===== src/rtl/alu_issue_stage.sv =====
// alu_issue_stage: buffers ALU requests in a small FIFO, issues them one at a
// time to an external combinational ALU from registers, and captures each
// result into a response register handed downstream with valid/ready.
module alu_issue_stage #(
  parameter int WIDTH = 8,
  parameter int SEL_W = 4,
  parameter int DEPTH = 4
) (
  input  logic                     clk,
  input  logic                     rst,
  input  logic                     req_valid,
  output logic                     req_ready,
  input  logic [WIDTH-1:0]         req_a,
  input  logic [WIDTH-1:0]         req_b,
  input  logic [SEL_W-1:0]         req_sel,
  output logic [WIDTH-1:0]         alu_a,
  output logic [WIDTH-1:0]         alu_b,
  output logic [SEL_W-1:0]         alu_sel,
  input  logic [WIDTH-1:0]         alu_out,
  input  logic                     alu_carry,
  output logic                     rsp_valid,
  input  logic                     rsp_ready,
  output logic [WIDTH-1:0]         rsp_result,
  output logic                     rsp_carry,
  output logic [SEL_W-1:0]         rsp_sel,
  output logic                     busy,
  output logic [$clog2(DEPTH):0]   count
);

  localparam int PW = $clog2(DEPTH);
  localparam logic [PW:0] FULL_COUNT = (PW+1)'(DEPTH);

  typedef enum logic [1:0] {IDLE, EXEC, RESP} state_t;

  state_t state;
  state_t state_next;

  logic [WIDTH-1:0] mem_a   [DEPTH];
  logic [WIDTH-1:0] mem_b   [DEPTH];
  logic [SEL_W-1:0] mem_sel [DEPTH];
  logic [PW-1:0]    wr_ptr;
  logic [PW-1:0]    rd_ptr;

  logic push;
  logic pop;
  logic load_rsp;
  logic rsp_fire;
  logic fifo_nonempty;

  // Full FIFO refuses a push even if the FSM pops in the same cycle (no bypass).
  assign req_ready     = (count != FULL_COUNT);
  assign push          = req_valid & req_ready;
  assign rsp_fire      = rsp_valid & rsp_ready;
  assign fifo_nonempty = (count != '0);
  assign busy          = (state != IDLE) | fifo_nonempty;

  // State register.
  always_ff @(posedge clk) begin
    if (rst) state <= IDLE;
    else     state <= state_next;
  end

  // Next-state: one EXEC cycle per op, then wait in RESP for the handshake.
  always_comb begin
    state_next = state;
    case (state)
      IDLE:    if (fifo_nonempty) state_next = EXEC;
      EXEC:    state_next = RESP;
      RESP:    if (rsp_fire) state_next = fifo_nonempty ? EXEC : IDLE;
      default: state_next = IDLE;
    endcase
  end

  // FSM outputs: when to pop the FIFO head and when to capture the ALU result.
  always_comb begin
    pop      = 1'b0;
    load_rsp = 1'b0;
    case (state)
      IDLE:    pop = fifo_nonempty;
      EXEC:    load_rsp = 1'b1;
      RESP:    pop = rsp_fire & fifo_nonempty;
      default: ;
    endcase
  end

  // FIFO storage; contents need no reset since count gates every read.
  always_ff @(posedge clk) begin
    if (push) begin
      mem_a[wr_ptr]   <= req_a;
      mem_b[wr_ptr]   <= req_b;
      mem_sel[wr_ptr] <= req_sel;
    end
  end

  // FIFO pointers wrap naturally at DEPTH; count tracks push/pop balance.
  always_ff @(posedge clk) begin
    if (rst) begin
      wr_ptr <= '0;
      rd_ptr <= '0;
      count  <= '0;
    end else begin
      if (push) wr_ptr <= wr_ptr + 1'b1;
      if (pop)  rd_ptr <= rd_ptr + 1'b1;
      case ({push, pop})
        2'b10:   count <= count + 1'b1;
        2'b01:   count <= count - 1'b1;
        default: ;
      endcase
    end
  end

  // Operand registers feeding the ALU; they hold the last op until the next pop.
  always_ff @(posedge clk) begin
    if (rst) begin
      alu_a   <= '0;
      alu_b   <= '0;
      alu_sel <= '0;
    end else if (pop) begin
      alu_a   <= mem_a[rd_ptr];
      alu_b   <= mem_b[rd_ptr];
      alu_sel <= mem_sel[rd_ptr];
    end
  end

  // Response register: capture after the ALU has settled for one cycle.
  always_ff @(posedge clk) begin
    if (rst) begin
      rsp_valid  <= 1'b0;
      rsp_result <= '0;
      rsp_carry  <= 1'b0;
      rsp_sel    <= '0;
    end else if (load_rsp) begin
      rsp_valid  <= 1'b1;
      rsp_result <= alu_out;
      rsp_carry  <= alu_carry;
      rsp_sel    <= alu_sel;
    end else if (rsp_fire) begin
      rsp_valid  <= 1'b0;
    end
  end

endmodule


===== config.mk =====
export PLATFORM = sky130hd
export DESIGN_NAME = alu_issue_stage
export DESIGN_NICKNAME = d
export VERILOG_FILES = /design/src/rtl/alu_issue_stage.sv
export SDC_FILE = /design/constraint.sdc
export NUM_CORES = 1
export LEC_CHECK = 0
export CORE_MARGIN = 3
export CORE_UTILIZATION = 53
export DETAILED_ROUTE_END_ITERATION = 10
export PLACE_DENSITY = 0.81
export REMOVE_ABC_BUFFERS = 1
export SLEW_MARGIN = 10
export SYNTH_ARGS = -nofsm -noshare
export SYNTH_HDL_FRONTEND = slang
export SYNTH_SLANG_ARGS = --single-unit

===== constraint.sdc =====
create_clock -name clk -period 2.4 [get_ports clk]
set_clock_uncertainty 0.05 [all_clocks]
set_input_delay 0.36 -clock clk [delete_from_list [all_inputs] [get_ports clk]]
set_output_delay 0.36 -clock clk [all_outputs]
set_load 0.005 [all_outputs]

==> flow_summary_export.csv <==
group,metric,value,unit
detailed_routing,drc_errors,0,
placed_design,dp_hpwl,6240,um
worst_hold_path,hold_start,"alu_out[5]",
logic_synthesis,avgSynthCellArea,14.9,um^2
timing,tightestPinTransition,0.768,ns
global_routing,grt_pass1_vias,3381,
global_routing,grt_usage,0.228,
detailed_routing,routedWlPerCell,20.9,um
detailed_routing,vias_per_cell,6.09,
detailed_routing,drt_iter0_drc,240,
cells_and_area,diodes,0,
detailed_routing,ant_nets,0,
timing,fin_crit_sh,0.957,
clock_network,cts_tree,"done",
setup_path,regToRegSetupSlack,0.39,ns
global_routing,grt_max_degree,28,
placed_design,gp_congestion,0.714,
timing,finalCriticalPeriod,2.30,ns
logic_synthesis,seq_area_frac_synth,0.688,
placed_design,place_area,0.00560,mm^2
setup_path,reg2reg_depth,7,
die,die_x,101,um
global_routing,antenna_found_initial,0,
clock_network,clockBufferDepth,2,
cells_and_area,drive_gt1_frac,0.182,
global_routing,grt_pass1_wl,17100,um
die,die-height,101,um
worst_hold_path,holdPathStages,3,
clock_network,numCtsBuffers,17,
clock_network,cts-root-buf,"clkbuf_8",
clock_network,cts_setup_buffers,0,
timing,max_freq,435,MHz
timing,setup_viol,0,
setup_path,crit_path_end_kind,"output port",
timing,finalSetupTns,0,ns
setup_path,cp_data_arrival_time,1.89,ns
logic_synthesis,yosys_warnings,0,
clock_network,cts_sinks,123,
placed_design,port-buffer-count,71,
logic_synthesis,yosysUniqueCellTypes,35,
logic_synthesis,synth.cell_area,0.00474,mm^2
power_and_ir_drop,p_per_area,1250,mW/mm^2
cells_and_area,final_cell_mix,"edfxtp_1 (80), clkdlybuf4s50_1 (70), dfxtp_1 (41)",
logic_synthesis,ys_ff_latch,123,
cells_and_area,final_common_cell,"edfxtp_1",
worst_hold_path,hold_end,"rsp_result[5]",
cells_and_area,finish.utilization,0.736,
die,rows,33,
die,start_util,0.560,
cells_and_area,design_area,0.00623,mm^2
cells_and_area,area_growth,31.4,%
setup_path,r2r-end,"count[2]",
global_routing,overflow,0,
die,fp.dieArea,0.0101,mm^2
run_status,status,"completed",
cells_and_area,final_nets,439,
timing,rsz0062_at_grt,"no",
die,io_pins,72,
setup_path,crit-reg2reg-launch,"state[1]",
logic_synthesis,synthCells,318,
power_and_ir_drop,p_leak,2.14,nW
die,core,0.00846,mm^2
timing,setup_slack,0.103,ns
detailed_routing,wl,10800,um
timing,maxSlewViolCount,0,
detailed_routing,first_pass_iters,4,
flow_run,max-cap-violations,0,
placed_design,dp_slack,-0.0127,ns
clock_network,clock_latency,0.51,ns
setup_path,crit_path_start_kind,"flop",
power_and_ir_drop,ir_drop,707,uV
timing,finalHoldViolations,0,
detailed_routing,vias,3155,
worst_hold_path,min_path_type,"in2reg",
timing,relSlewSlack,0.488,
setup_path,crit_required,1.99,ns
clock_network,cts-htree-levels,4,
clock_network,clkSlewWorstSetupHoldPaths,0.06,ns
setup_path,path_max_fanout,9,
setup_path,path_class,"reg2out",
==> per-layer routing <==
metal,wire [um],up-vias,track usage,part of all wire
li1,-,1406,-,-
met2,5720,158,0.396,0.53
met1,4010,1575,0.259,0.37
met5,0,-,0,0
met4,161,0,0.0964,0.015
met3,951,16,0.0740,0.088
==> registers in the layout, summed over array words and instances (netlist names) <==
signal      cells
mem_a          32
mem_b          32
mem_sel        16
alu_a           8
alu_b           8
rsp_result      8
alu_sel         4
rsp_sel         4
count           3
rd_ptr          2
state           2
wr_ptr          2
rsp_carry       1
rsp_valid       1
==> worst max path at each step <==
stage,startpoint,end,slack (ns),depth (start not counted)
after floorplan,count[0],count[2],-0.24,7
after global placement,rsp_ready,count[2],0.04,8
after detailed placement,rsp_ready,count[2],-0.01,8
after CTS,count[2],req_ready,0.04,3
after global routing,count[1],req_ready,0.02,3
final,count[1],req_ready,0.10,3
==> layout make-up <==
| type | count | area (um^2) |
|---|---|---|
| well taps | 105 | 131 |
| repair buffers | 90 | 865 |
| multi-input cells | 165 | 1330 |
| fillers | 517 | 2240 |
| clock buffers | 18 | 428 |
| clock inverters | 14 | 195 |
| flip-flops and latches | 123 | 3270 |
| inverters | 3 | 11.3 |
==> synthesized netlist by cell type <==
master | count | area share
nor2_1 | 4 | 0.0032
a21boi_2 | 1 | 0.0024
nand4_1 | 20 | 0.026
or4_1 | 1 | 0.0016
a41oi_1 | 1 | 0.0018
a21oi_1 | 38 | 0.040
o31ai_1 | 21 | 0.033
nand3_1 | 2 | 0.0021
nor3_1 | 1 | 0.0011
ha_1 | 5 | 0.013
a21bo_2 | 1 | 0.0021
inv_1 | 3 | 0.0024
clkbuf_1 | 13 | 0.010
o21ai_0 | 1 | 0.0011
fa_1 | 1 | 0.0042
a21o_1 | 2 | 0.0032
or3_1 | 3 | 0.0040
nor3_2 | 1 | 0.0021
mux4_2 | 20 | 0.095
nand2_1 | 27 | 0.021
nor2b_1 | 1 | 0.0013
xnor2_1 | 1 | 0.0018
a31o_1 | 1 | 0.0018
a211oi_1 | 1 | 0.0016
nand2b_1 | 3 | 0.0040
xor2_1 | 1 | 0.0018
buf_6 | 3 | 0.0071
nor4_1 | 1 | 0.0013
dfxtp_1 | 43 | 0.18
buf_2 | 8 | 0.0084
mux2i_1 | 1 | 0.0021
and3_1 | 4 | 0.0053
or3b_1 | 1 | 0.0018
buf_1 | 3 | 0.0024
edfxtp_1 | 80 | 0.51
==> power breakdown <==
group	switching [W]	internal, W
Clock	0.000925	0.00172
Combinational	0.00122	0.00112
Sequential	0.000212	0.00262
==> logic make-up after synthesis <==
group,after synthesis,share of synthesized area
compound gates,67,0.0874
fa+ha+maj,6,0.0174
xor+xnor,2,0.00370
flops,123,0.688
mux,21,0.0971
buf+inv,30,0.0306
simple gates,69,0.0755
==> per-stage QoR <==
step | hold slack [ns] | std cells | power, W
CTS | 0.327 | 518 | 0.00785
finish | 0.347 | 518 | 0.00781
global placement | 0.391 | 486 | 0.00508
floorplan | 0.379 | 291 | 0.00404
detailed placement | 0.406 | 486 | 0.00517
global route | 0.357 | 518 | 0.00818
==> what timing repair did <==
action / 4_1_cts / 5_1_grt
hold buffers: 0 / 0
resized for setup: 2 / 1
endpoints found under the setup margin: 1 / 1
==> critical path, stage by stage (launching register included) <==
cell and delay [ns]:
dfxtp_1 0.37, or3b_1 0.39, buf_4 0.18, clkdlybuf4s50_1 0.44
Note: power is estimated with default switching activity, not from simulation.
